### config.mk
export PLATFORM = sky130hd
export DESIGN_NAME = quiz_round_ctrl_flat
export DESIGN_NICKNAME = d
export VERILOG_FILES = /design/src/rtl/quiz_pkg.sv /design/src/rtl/quiz_round_ctrl_if.sv /design/src/rtl/quiz_entry.sv /design/src/rtl/quiz_round_ctrl.sv /design/src/flat_wrapper.sv
export SDC_FILE = /design/constraint.sdc
export NUM_CORES = 1
export LEC_CHECK = 0
export ABC_CLOCK_PERIOD_IN_PS = 2280
export CORE_UTILIZATION = 52
export DETAILED_ROUTE_END_ITERATION = 16
export PLACE_DENSITY = 0.92
export SLEW_MARGIN = 20
export SYNTH_ARGS = -nofsm -noshare
export SYNTH_HDL_FRONTEND = slang
export SYNTH_SLANG_ARGS = --single-unit
### constraint.sdc
create_clock -name CLK -period 2.28 [get_ports CLK]
set_input_delay 0.228 -clock CLK [delete_from_list [all_inputs] [get_ports CLK]]
set_output_delay 0.228 -clock CLK [all_outputs]
set_load 0.01 [all_outputs]
### src/rtl/quiz_pkg.sv
// Shared types and widths for the quiz round controller.
// Contents: FSM state encoding, BCD digit/score/count/round widths,
// and a clog2 helper that never returns less than 1.
package quiz_pkg;

  localparam int unsigned DIGIT_W = 4;
  localparam int unsigned SCORE_W = 8;
  localparam int unsigned COUNT_W = 8;
  localparam int unsigned ROUND_W = 8;
  localparam int unsigned STATE_W = 3;

  typedef enum logic [STATE_W-1:0] {
    S_IDLE   = 3'd0,
    S_READY  = 3'd1,
    S_FETCH  = 3'd2,
    S_ANSWER = 3'd3,
    S_JUDGE  = 3'd4,
    S_RESULT = 3'd5
  } state_e;

  // Index width for n items, at least one bit.
  function automatic int unsigned clog2_min1(input int unsigned n);
    return (n > 1) ? $clog2(n) : 1;
  endfunction

endpackage

### src/rtl/quiz_round_ctrl_if.sv
// Bus bundle between the quiz round controller and its surroundings.
// master: button block / question DB / display side (drives START, TICK,
//         Q_VALID, Q_ANS, P_*; observes everything else).
// slave : the controller (drives Q_REQ, STATE, COUNT, ENTRY, CURSOR,
//         LOCKED, WINNER, WIN_VALID, ROUND, SCORE).
interface quiz_round_ctrl_if
  import quiz_pkg::*;
#(
  parameter int unsigned DIGITS  = 6,
  parameter int unsigned PLAYERS = 2
);
  localparam int unsigned CW = clog2_min1(DIGITS);
  localparam int unsigned PW = clog2_min1(PLAYERS);

  logic                              START;
  logic                              TICK;
  logic                              Q_REQ;
  logic                              Q_VALID;
  logic [DIGIT_W*DIGITS-1:0]         Q_ANS;
  logic [PLAYERS-1:0]                P_SEL;
  logic [PLAYERS-1:0]                P_INC;
  logic [PLAYERS-1:0]                P_CLR;
  logic [PLAYERS-1:0]                P_DEC;
  logic [STATE_W-1:0]                STATE;
  logic [COUNT_W-1:0]                COUNT;
  logic [PLAYERS*DIGIT_W*DIGITS-1:0] ENTRY;
  logic [PLAYERS*CW-1:0]             CURSOR;
  logic [PLAYERS-1:0]                LOCKED;
  logic [PW-1:0]                     WINNER;
  logic                              WIN_VALID;
  logic [ROUND_W-1:0]                ROUND;
  logic [PLAYERS*SCORE_W-1:0]        SCORE;

  modport master (
    output START, TICK, Q_VALID, Q_ANS, P_SEL, P_INC, P_CLR, P_DEC,
    input  Q_REQ, STATE, COUNT, ENTRY, CURSOR, LOCKED, WINNER, WIN_VALID,
           ROUND, SCORE
  );

  modport slave (
    input  START, TICK, Q_VALID, Q_ANS, P_SEL, P_INC, P_CLR, P_DEC,
    output Q_REQ, STATE, COUNT, ENTRY, CURSOR, LOCKED, WINNER, WIN_VALID,
           ROUND, SCORE
  );

endinterface

### src/rtl/quiz_entry.sv
// One player's BCD answer entry channel.
// Ports: i_clk, i_rst (sync, active high); i_init clears for a new round;
// i_en enables input handling (ANSWER state); i_sel/i_inc/i_clr/i_dec are
// the player's pulses; i_ans is the latched expected answer.
// o_entry/o_cursor/o_locked are registered; o_match_c is the live compare.
module quiz_entry
  import quiz_pkg::*;
#(
  parameter int unsigned DIGITS = 6,
  parameter int unsigned CW     = clog2_min1(DIGITS)
) (
  input  logic                      i_clk,
  input  logic                      i_rst,
  input  logic                      i_init,
  input  logic                      i_en,
  input  logic                      i_sel,
  input  logic                      i_inc,
  input  logic                      i_clr,
  input  logic                      i_dec,
  input  logic [DIGIT_W*DIGITS-1:0] i_ans,
  output logic [DIGIT_W*DIGITS-1:0] o_entry,
  output logic [CW-1:0]             o_cursor,
  output logic                      o_locked,
  output logic                      o_match_c
);

  localparam int unsigned EW = DIGIT_W * DIGITS;

  logic [EW-1:0] r_entry, w_entry_nxt;
  logic [CW-1:0] r_cursor, w_cursor_nxt;
  logic          r_locked, w_locked_nxt;

  assign o_match_c = (r_entry == i_ans);

  // Next entry/cursor/lock; CLR beats INC and SEL, INC uses the pre-move cursor.
  always_comb begin
    w_entry_nxt  = r_entry;
    w_cursor_nxt = r_cursor;
    w_locked_nxt = r_locked;
    if (i_init) begin
      w_entry_nxt  = '0;
      w_cursor_nxt = '0;
      w_locked_nxt = 1'b0;
    end else if (i_en && !r_locked) begin
      if (i_clr) begin
        w_entry_nxt  = '0;
        w_cursor_nxt = '0;
      end else begin
        if (i_inc) begin
          for (int d = 0; d < DIGITS; d++) begin
            if (r_cursor == CW'(d)) begin
              w_entry_nxt[d*DIGIT_W +: DIGIT_W] =
                (r_entry[d*DIGIT_W +: DIGIT_W] >= DIGIT_W'(9)) ? '0 :
                r_entry[d*DIGIT_W +: DIGIT_W] + DIGIT_W'(1);
            end
          end
        end
        if (i_sel) begin
          w_cursor_nxt = (r_cursor == CW'(DIGITS - 1)) ? '0 : r_cursor + CW'(1);
        end
      end
      if (i_dec && !o_match_c) w_locked_nxt = 1'b1;
    end
  end

  always_ff @(posedge i_clk) begin
    if (i_rst) begin
      r_entry  <= '0;
      r_cursor <= '0;
      r_locked <= 1'b0;
    end else begin
      r_entry  <= w_entry_nxt;
      r_cursor <= w_cursor_nxt;
      r_locked <= w_locked_nxt;
    end
  end

  assign o_entry  = r_entry;
  assign o_cursor = r_cursor;
  assign o_locked = r_locked;

endmodule

### src/rtl/quiz_round_ctrl.sv
// Multi-round, multi-player quiz controller: ready countdown, question
// fetch, per-player BCD entry, first-correct arbitration, scoring, result hold.
// Ports: CLK, RST (sync, active high); bus (quiz_round_ctrl_if.slave) carries
// START/TICK/Q_*/P_* inputs and all registered status outputs.
// Optional: define QUIZ_PENALTY_EN to subtract a point (floor 0) on a wrong submit.
module quiz_round_ctrl
  import quiz_pkg::*;
#(
  parameter int unsigned DIGITS     = 6,
  parameter int unsigned PLAYERS    = 2,
  parameter int unsigned ROUNDS     = 5,
  parameter int unsigned READY_SEC  = 3,
  parameter int unsigned ANSWER_SEC = 30,
  parameter int unsigned RESULT_SEC = 2
) (
  input  logic          CLK,
  input  logic          RST,
  quiz_round_ctrl_if.slave bus
);

  localparam int unsigned CW = clog2_min1(DIGITS);
  localparam int unsigned PW = clog2_min1(PLAYERS);
  localparam int unsigned EW = DIGIT_W * DIGITS;

  state_e                          r_state, w_state_nxt;
  logic [COUNT_W-1:0]              r_count, w_count_nxt;
  logic                            r_q_req, w_q_req_nxt;
  logic [EW-1:0]                   r_ans, w_ans_nxt;
  logic [PW-1:0]                   r_winner, w_winner_nxt;
  logic                            r_win_valid, w_win_valid_nxt;
  logic                            r_has_win, w_has_win_nxt;
  logic [ROUND_W-1:0]              r_round, w_round_nxt;
  logic [PLAYERS-1:0][SCORE_W-1:0] r_score, w_score_nxt;

  logic                 w_init, w_en;
  logic [PLAYERS-1:0]   w_match, w_locked, w_correct, w_wrong, w_lock_after;
  logic [PW-1:0]        w_first;
  logic [PLAYERS*EW-1:0] w_entry;
  logic [PLAYERS*CW-1:0] w_cursor;

  assign w_en = (r_state == S_ANSWER);

  // Per-player entry channels.
  for (genvar g = 0; g < PLAYERS; g++) begin : g_player
    quiz_entry #(.DIGITS(DIGITS), .CW(CW)) u_entry (
      .i_clk     (CLK),
      .i_rst     (RST),
      .i_init    (w_init),
      .i_en      (w_en),
      .i_sel     (bus.P_SEL[g]),
      .i_inc     (bus.P_INC[g]),
      .i_clr     (bus.P_CLR[g]),
      .i_dec     (bus.P_DEC[g]),
      .i_ans     (r_ans),
      .o_entry   (w_entry[g*EW +: EW]),
      .o_cursor  (w_cursor[g*CW +: CW]),
      .o_locked  (w_locked[g]),
      .o_match_c (w_match[g])
    );
  end

  // Classify this cycle's submits; lowest correct index wins.
  always_comb begin
    w_correct = '0;
    w_wrong   = '0;
    w_first   = '0;
    for (int i = 0; i < PLAYERS; i++) begin
      if (w_en && bus.P_DEC[i] && !w_locked[i]) begin
        if (w_match[i]) w_correct[i] = 1'b1;
        else            w_wrong[i]   = 1'b1;
      end
    end
    for (int i = PLAYERS - 1; i >= 0; i--) begin
      if (w_correct[i]) w_first = PW'(i);
    end
  end

  assign w_lock_after = w_locked | w_wrong;

  // Next-state and next-register values.
  always_comb begin
    w_state_nxt     = r_state;
    w_count_nxt     = r_count;
    w_q_req_nxt     = 1'b0;
    w_ans_nxt       = r_ans;
    w_winner_nxt    = r_winner;
    w_win_valid_nxt = r_win_valid;
    w_has_win_nxt   = r_has_win;
    w_round_nxt     = r_round;
    w_score_nxt     = r_score;
    w_init          = 1'b0;
    case (r_state)
      S_IDLE: begin
        if (bus.START) begin
          w_state_nxt = S_READY;
          w_score_nxt = '0;
          w_round_nxt = ROUND_W'(1);
          w_count_nxt = COUNT_W'(READY_SEC);
        end
      end
      S_READY: begin
        if (bus.TICK) begin
          if (r_count == COUNT_W'(1)) begin
            w_state_nxt = S_FETCH;
            w_count_nxt = '0;
            w_q_req_nxt = 1'b1;
          end else if (r_count != '0) begin
            w_count_nxt = r_count - COUNT_W'(1);
          end
        end
      end
      S_FETCH: begin
        if (bus.Q_VALID) begin
          w_state_nxt     = S_ANSWER;
          w_ans_nxt       = bus.Q_ANS;
          w_count_nxt     = COUNT_W'(ANSWER_SEC);
          w_win_valid_nxt = 1'b0;
          w_init          = 1'b1;
        end
      end
      S_ANSWER: begin
        // A correct submit beats both lockout and timeout in the same cycle.
        if (|w_correct) begin
          w_state_nxt   = S_JUDGE;
          w_winner_nxt  = w_first;
          w_has_win_nxt = 1'b1;
          w_count_nxt   = '0;
        end else if (&w_lock_after ||
                     (bus.TICK && r_count == COUNT_W'(1))) begin
          w_state_nxt   = S_JUDGE;
          w_winner_nxt  = '0;
          w_has_win_nxt = 1'b0;
          w_count_nxt   = '0;
        end else if (bus.TICK && r_count != '0) begin
          w_count_nxt = r_count - COUNT_W'(1);
        end
`ifdef QUIZ_PENALTY_EN
        for (int i = 0; i < PLAYERS; i++) begin
          if (w_wrong[i] && r_score[i] != '0) w_score_nxt[i] = r_score[i] - SCORE_W'(1);
        end
`endif
      end
      S_JUDGE: begin
        w_state_nxt = S_RESULT;
        w_count_nxt = COUNT_W'(RESULT_SEC);
        if (r_has_win) begin
          w_win_valid_nxt = 1'b1;
          for (int i = 0; i < PLAYERS; i++) begin
            if (r_winner == PW'(i) && r_score[i] != '1) w_score_nxt[i] = r_score[i] + SCORE_W'(1);
          end
        end
      end
      S_RESULT: begin
        if (bus.START || (bus.TICK && r_count == COUNT_W'(1))) begin
          if (r_round == ROUND_W'(ROUNDS)) begin
            w_state_nxt = S_IDLE;
            w_count_nxt = '0;
          end else begin
            w_state_nxt = S_READY;
            w_round_nxt = r_round + ROUND_W'(1);
            w_count_nxt = COUNT_W'(READY_SEC);
          end
        end else if (bus.TICK && r_count != '0) begin
          w_count_nxt = r_count - COUNT_W'(1);
        end
      end
      default: w_state_nxt = S_IDLE;
    endcase
  end

  always_ff @(posedge CLK) begin
    if (RST) begin
      r_state     <= S_IDLE;
      r_count     <= '0;
      r_q_req     <= 1'b0;
      r_ans       <= '0;
      r_winner    <= '0;
      r_win_valid <= 1'b0;
      r_has_win   <= 1'b0;
      r_round     <= '0;
      r_score     <= '0;
    end else begin
      r_state     <= w_state_nxt;
      r_count     <= w_count_nxt;
      r_q_req     <= w_q_req_nxt;
      r_ans       <= w_ans_nxt;
      r_winner    <= w_winner_nxt;
      r_win_valid <= w_win_valid_nxt;
      r_has_win   <= w_has_win_nxt;
      r_round     <= w_round_nxt;
      r_score     <= w_score_nxt;
    end
  end

  assign bus.Q_REQ     = r_q_req;
  assign bus.STATE     = r_state;
  assign bus.COUNT     = r_count;
  assign bus.ENTRY     = w_entry;
  assign bus.CURSOR    = w_cursor;
  assign bus.LOCKED    = w_locked;
  assign bus.WINNER    = r_winner;
  assign bus.WIN_VALID = r_win_valid;
  assign bus.ROUND     = r_round;
  assign bus.SCORE     = r_score;

endmodule

### src/flat_wrapper.sv
// flat-port wrapper written by rule: the top's interface ports become plain ports
module quiz_round_ctrl_flat import quiz_pkg::*;
#(
  parameter int unsigned DIGITS     = 6,
  parameter int unsigned PLAYERS    = 2,
  parameter int unsigned ROUNDS     = 5,
  parameter int unsigned READY_SEC  = 3,
  parameter int unsigned ANSWER_SEC = 30,
  parameter int unsigned RESULT_SEC = 2
)
  (CLK, RST, bus_START, bus_TICK, bus_Q_VALID, bus_Q_ANS, bus_P_SEL, bus_P_INC, bus_P_CLR, bus_P_DEC, bus_Q_REQ, bus_STATE, bus_COUNT, bus_ENTRY, bus_CURSOR, bus_LOCKED, bus_WINNER, bus_WIN_VALID, bus_ROUND, bus_SCORE);
  quiz_round_ctrl_if #(.DIGITS(DIGITS), .PLAYERS(PLAYERS)) bus_i ();
  input  logic CLK;
  input  logic RST;
  input wire logic [$bits(bus_i.START)-1:0] bus_START;
  input wire logic [$bits(bus_i.TICK)-1:0] bus_TICK;
  input wire logic [$bits(bus_i.Q_VALID)-1:0] bus_Q_VALID;
  input wire logic [$bits(bus_i.Q_ANS)-1:0] bus_Q_ANS;
  input wire logic [$bits(bus_i.P_SEL)-1:0] bus_P_SEL;
  input wire logic [$bits(bus_i.P_INC)-1:0] bus_P_INC;
  input wire logic [$bits(bus_i.P_CLR)-1:0] bus_P_CLR;
  input wire logic [$bits(bus_i.P_DEC)-1:0] bus_P_DEC;
  output wire logic [$bits(bus_i.Q_REQ)-1:0] bus_Q_REQ;
  output wire logic [$bits(bus_i.STATE)-1:0] bus_STATE;
  output wire logic [$bits(bus_i.COUNT)-1:0] bus_COUNT;
  output wire logic [$bits(bus_i.ENTRY)-1:0] bus_ENTRY;
  output wire logic [$bits(bus_i.CURSOR)-1:0] bus_CURSOR;
  output wire logic [$bits(bus_i.LOCKED)-1:0] bus_LOCKED;
  output wire logic [$bits(bus_i.WINNER)-1:0] bus_WINNER;
  output wire logic [$bits(bus_i.WIN_VALID)-1:0] bus_WIN_VALID;
  output wire logic [$bits(bus_i.ROUND)-1:0] bus_ROUND;
  output wire logic [$bits(bus_i.SCORE)-1:0] bus_SCORE;
  assign bus_i.START = bus_START;
  assign bus_i.TICK = bus_TICK;
  assign bus_i.Q_VALID = bus_Q_VALID;
  assign bus_i.Q_ANS = bus_Q_ANS;
  assign bus_i.P_SEL = bus_P_SEL;
  assign bus_i.P_INC = bus_P_INC;
  assign bus_i.P_CLR = bus_P_CLR;
  assign bus_i.P_DEC = bus_P_DEC;
  assign bus_Q_REQ = bus_i.Q_REQ;
  assign bus_STATE = bus_i.STATE;
  assign bus_COUNT = bus_i.COUNT;
  assign bus_ENTRY = bus_i.ENTRY;
  assign bus_CURSOR = bus_i.CURSOR;
  assign bus_LOCKED = bus_i.LOCKED;
  assign bus_WINNER = bus_i.WINNER;
  assign bus_WIN_VALID = bus_i.WIN_VALID;
  assign bus_ROUND = bus_i.ROUND;
  assign bus_SCORE = bus_i.SCORE;
  quiz_round_ctrl #(.DIGITS(DIGITS), .PLAYERS(PLAYERS), .ROUNDS(ROUNDS), .READY_SEC(READY_SEC), .ANSWER_SEC(ANSWER_SEC), .RESULT_SEC(RESULT_SEC)) u_core (.CLK(CLK), .RST(RST), .bus(bus_i));
endmodule
==> run_results.csv <==
group,metric,value,unit
logic_synthesis,yosysWarnings,0,
routing,drt_iter0_markers,1451,
cells_and_area,stdcell_area,9430,um^2
logic_synthesis,ys_top_cells_by_count,"dfxtp_1 (119), nor2_1 (114), nand2_1 (103)",
routing,num_vias,7800,
routing,ant_nets,0,
placement,dp_slack,-0.00611,ns
logic_synthesis,synthArstFlopShare,0,
sta,final.setup.worst_slack,-0.218,ns
worst_setup_path,path_max_fanout,9,
clock_network,htreeDepth,4,
cells_and_area,multi_input_area,4180,um^2
pwr,leakagePower,0.00390,uW
clock_network,cts-root-buf,"clkbuf_16",
worst_setup_path,critPathArrivalTime,2.84,ns
global_route,grt_pass1_vias,7185,
logic_synthesis,syn_area,6650,um^2
global_route,met1_usage,0.433,
floorplanning,die_w,115,um
cells_and_area,n_antenna_cell,0,
flow_run,drv_cap,0,
placement,gp_congestion,0.920,
cells_and_area,drive_above_1_share,0.163,
sta,maxSlewHeadroom,0.592,
clock_network,numCtsBuffers,17,
cells_and_area,nets,1108,
worst_setup_path,critPathKind,"flop to flop",
logic_synthesis,syn_nets,904,
worst_setup_path,path_buf_inv,1,
sta,fin_setup_tns,-2.04,ns
worst_setup_path,crit_required,2.62,ns
cells_and_area,ff_latch_area,2390,um^2
logic_synthesis,synth_cells,823,
sta,worst_pin_slew,0.606,ns
clock_network,clock-sinks,119,
floorplanning,die-area,13200,um^2
worst_setup_path,max_stage_delay,0.52,ns
floorplanning,pin_count,131,
global_route,gr-usage-met3,0.0980,
logic_synthesis,yosys_register_bits,119,
clock_network,cts_buffer_depth,2,
clock_network,clk_pin_slew,0.06,ns
placement,hpwl,14.9,mm
logic_synthesis,yosys-top-cells-area,"dfxtp_1 (36%), xor2_1 (9.1%), ha_1 (8.3%)",
clock_network,clk_latency,0.43,ns
run_status,violations,"negative setup slack",
floorplanning,initial_core_util,0.544,
worst_setup_path,cp_cell_sequence,"xor2_1, nor4_4, nand2_1, o31a_1, a211oi_4, buf_12, o211ai_1, a31oi_1",
logic_synthesis,synth_largest_area_cell,"dfxtp_1",
logic_synthesis,yosysTopAreaCellShare,0.358,
cells_and_area,fillers,717,
worst_setup_path,critPathSlowestCell,"nor4_4",
sta,hold_viol,0,
routing,post_drt_wl_per_cell,21.9,um
logic_synthesis,ys_seq_area_frac,0.358,
routing,wirelength,26.4,mm
worst_setup_path,r2r_slack,-0.22,ns
pwr,finalPower,5810,uW
global_route,grt_busiest_layer,"met2",
logic_synthesis,synth.avg_cell_area,8.08,um^2
sta,slew_viol_final,0,
cells_and_area,final_util,0.772,
worst_setup_path,cp-start-kind,"flop",
worst_setup_path,end_kind,"flop",
floorplanning,row_count,40,
cells_and_area,area_growth,41.9,%
routing,drc_errors,0,
run_status,status,"complete, but fails checks",
sta,setup_viol,16,
sta,fin_skew,0.00928,ns
global_route,grt-ovfl-total,0,
sta,min_period_over_period,1.10,
global_route,antenna_found_initial,0,
global_route,grt.met2_usage,0.585,
placement,dpl_cell_area,8630,um^2
logic_synthesis,yosysMostFrequentCell,"dfxtp_1",
min_path,hp-class,"primary input to flop",
global_route,grt_usage,0.368,
pwr,power_density,616,nW/um^2
global_route,grt_max_degree,25,
floorplanning,dieHeight,115,um
placement,portBuffers,130,
logic_synthesis,synth_enable_flop_cells,0,
clock_network,cts_tree,"built",
pwr,ir_drop,0.000836,V
routing,drt-vias-per-instance,6.46,
logic_synthesis,synth_ff_type,"dfxtp_1",
logic_synthesis,synth_cell_types,62,
worst_setup_path,cp_top_family,"compound AO/OA/AOI/OAI gates",
sta,rsz0062_at_grt,"yes",
routing,drtPass1Iterations,12,
floorplanning,coreArea,12200,um^2
sta,max_clock_freq,0.400,GHz
global_route,grt_pass1_wl,37.1,mm
sta,post-route-min-period,2.50,ns
==> layout make-up <==
type	instances	share of cell area
timing repair buffer	212	0.205
inverter	34	0.0135
multi-input combinational	643	0.443
tap	168	0.0223
clock buffer	20	0.0495
clock inverter	12	0.0134
sequential	119	0.254
==> where the power goes <==
part / leakage (uW) / switching (uW) / internal (uW)
clock: 0.000280 / 1050 / 1690
combinational: 0.00266 / 548 / 364
sequential: 0.000964 / 48.7 / 2110
==> repair_timing <==
action                     in CTS  in global routing
hold buffers                    0                  0
gates resized for setup         8                 34
buffers inserted                2                  3
setup endpoints to repair       7                 43
pin swaps                       5                 11
==> tightest hold or removal path, cell delays in order <==
cell             delay [ns]
clkdlybuf4s50_1        0.40
nand2_1                0.07
a21oi_1                0.06
==> per-layer routing <==
metal	part of all wire	wire (um)
met1	0.35	9300
met2	0.44	11700
met3	0.12	3230
met4	0.084	2230
met5	0	0
==> stage by stage <==
step | hold slack, ns | cells
after floorplan | 0.364 | 823
after global placement | 0.480 | 1171
after detailed placement | 0.491 | 1171
after CTS | 0.355 | 1205
after global routing | 0.386 | 1208
final | 0.372 | 1208
==> kinds of logic after synthesis <==
group / after synthesis / share of synthesized area
multiplexers: 7 / 0.0107
AO/OA/AOI/OAI: 182 / 0.174
adder cells (fa/ha/maj): 44 / 0.0828
buffers and inverters: 61 / 0.0367
XOR/XNOR: 85 / 0.112
AND/OR/NAND/NOR: 325 / 0.226
flip-flops: 119 / 0.358
==> placed cells by master (no fill, tap or decap), types with 9 or more instances in the layout <==
master / instances
a41oi_1: 12
nor2_1: 109
dfxtp_1: 111
xnor2_1: 16
o21ai_1: 9
clkdlybuf4s50_1: 130
nor3_1: 19
xor2_1: 67
inv_1: 34
nand2_1: 103
nor4_2: 10
nand3_1: 19
clkbuf_16: 17
buf_4: 81
nand4_1: 12
a21oi_1: 79
ha_1: 43
o21ai_0: 26
==> final timing paths <==
kind,start,endpoint,cells past startpoint
worst max-delay path,u_core.r_ans[22]$_SDFFE_PP0P_,u_core.bus.COUNT[3]$_SDFFE_PP0P_,8
worst min-delay path,bus_Q_ANS[8],u_core.r_ans[8]$_SDFFE_PP0P_,3
worst max register to register,u_core.r_ans[22]$_SDFFE_PP0P_,u_core.bus.COUNT[3]$_SDFFE_PP0P_,8
worst min register to register,u_core.bus.SCORE[14]$_SDFFE_PP0P_,u_core.bus.SCORE[14]$_SDFFE_PP0P_,2
==> state kept, by name, indices dropped and copies added (netlist names) <==
name,cells
u_core.r_has_win,1
u_core.bus.STATE,3
u_core.r_ans,24
u_core.bus.WIN_VALID,1
u_core.g_player.u_entry.o_locked,2
u_core.g_player.u_entry.o_cursor,6
u_core.bus.COUNT,8
u_core.bus.ROUND,8
u_core.bus.WINNER,1
u_core.bus.SCORE,16
u_core.bus.Q_REQ,1
u_core.g_player.u_entry.o_entry,48
Power figures use the tool's default switching activity.
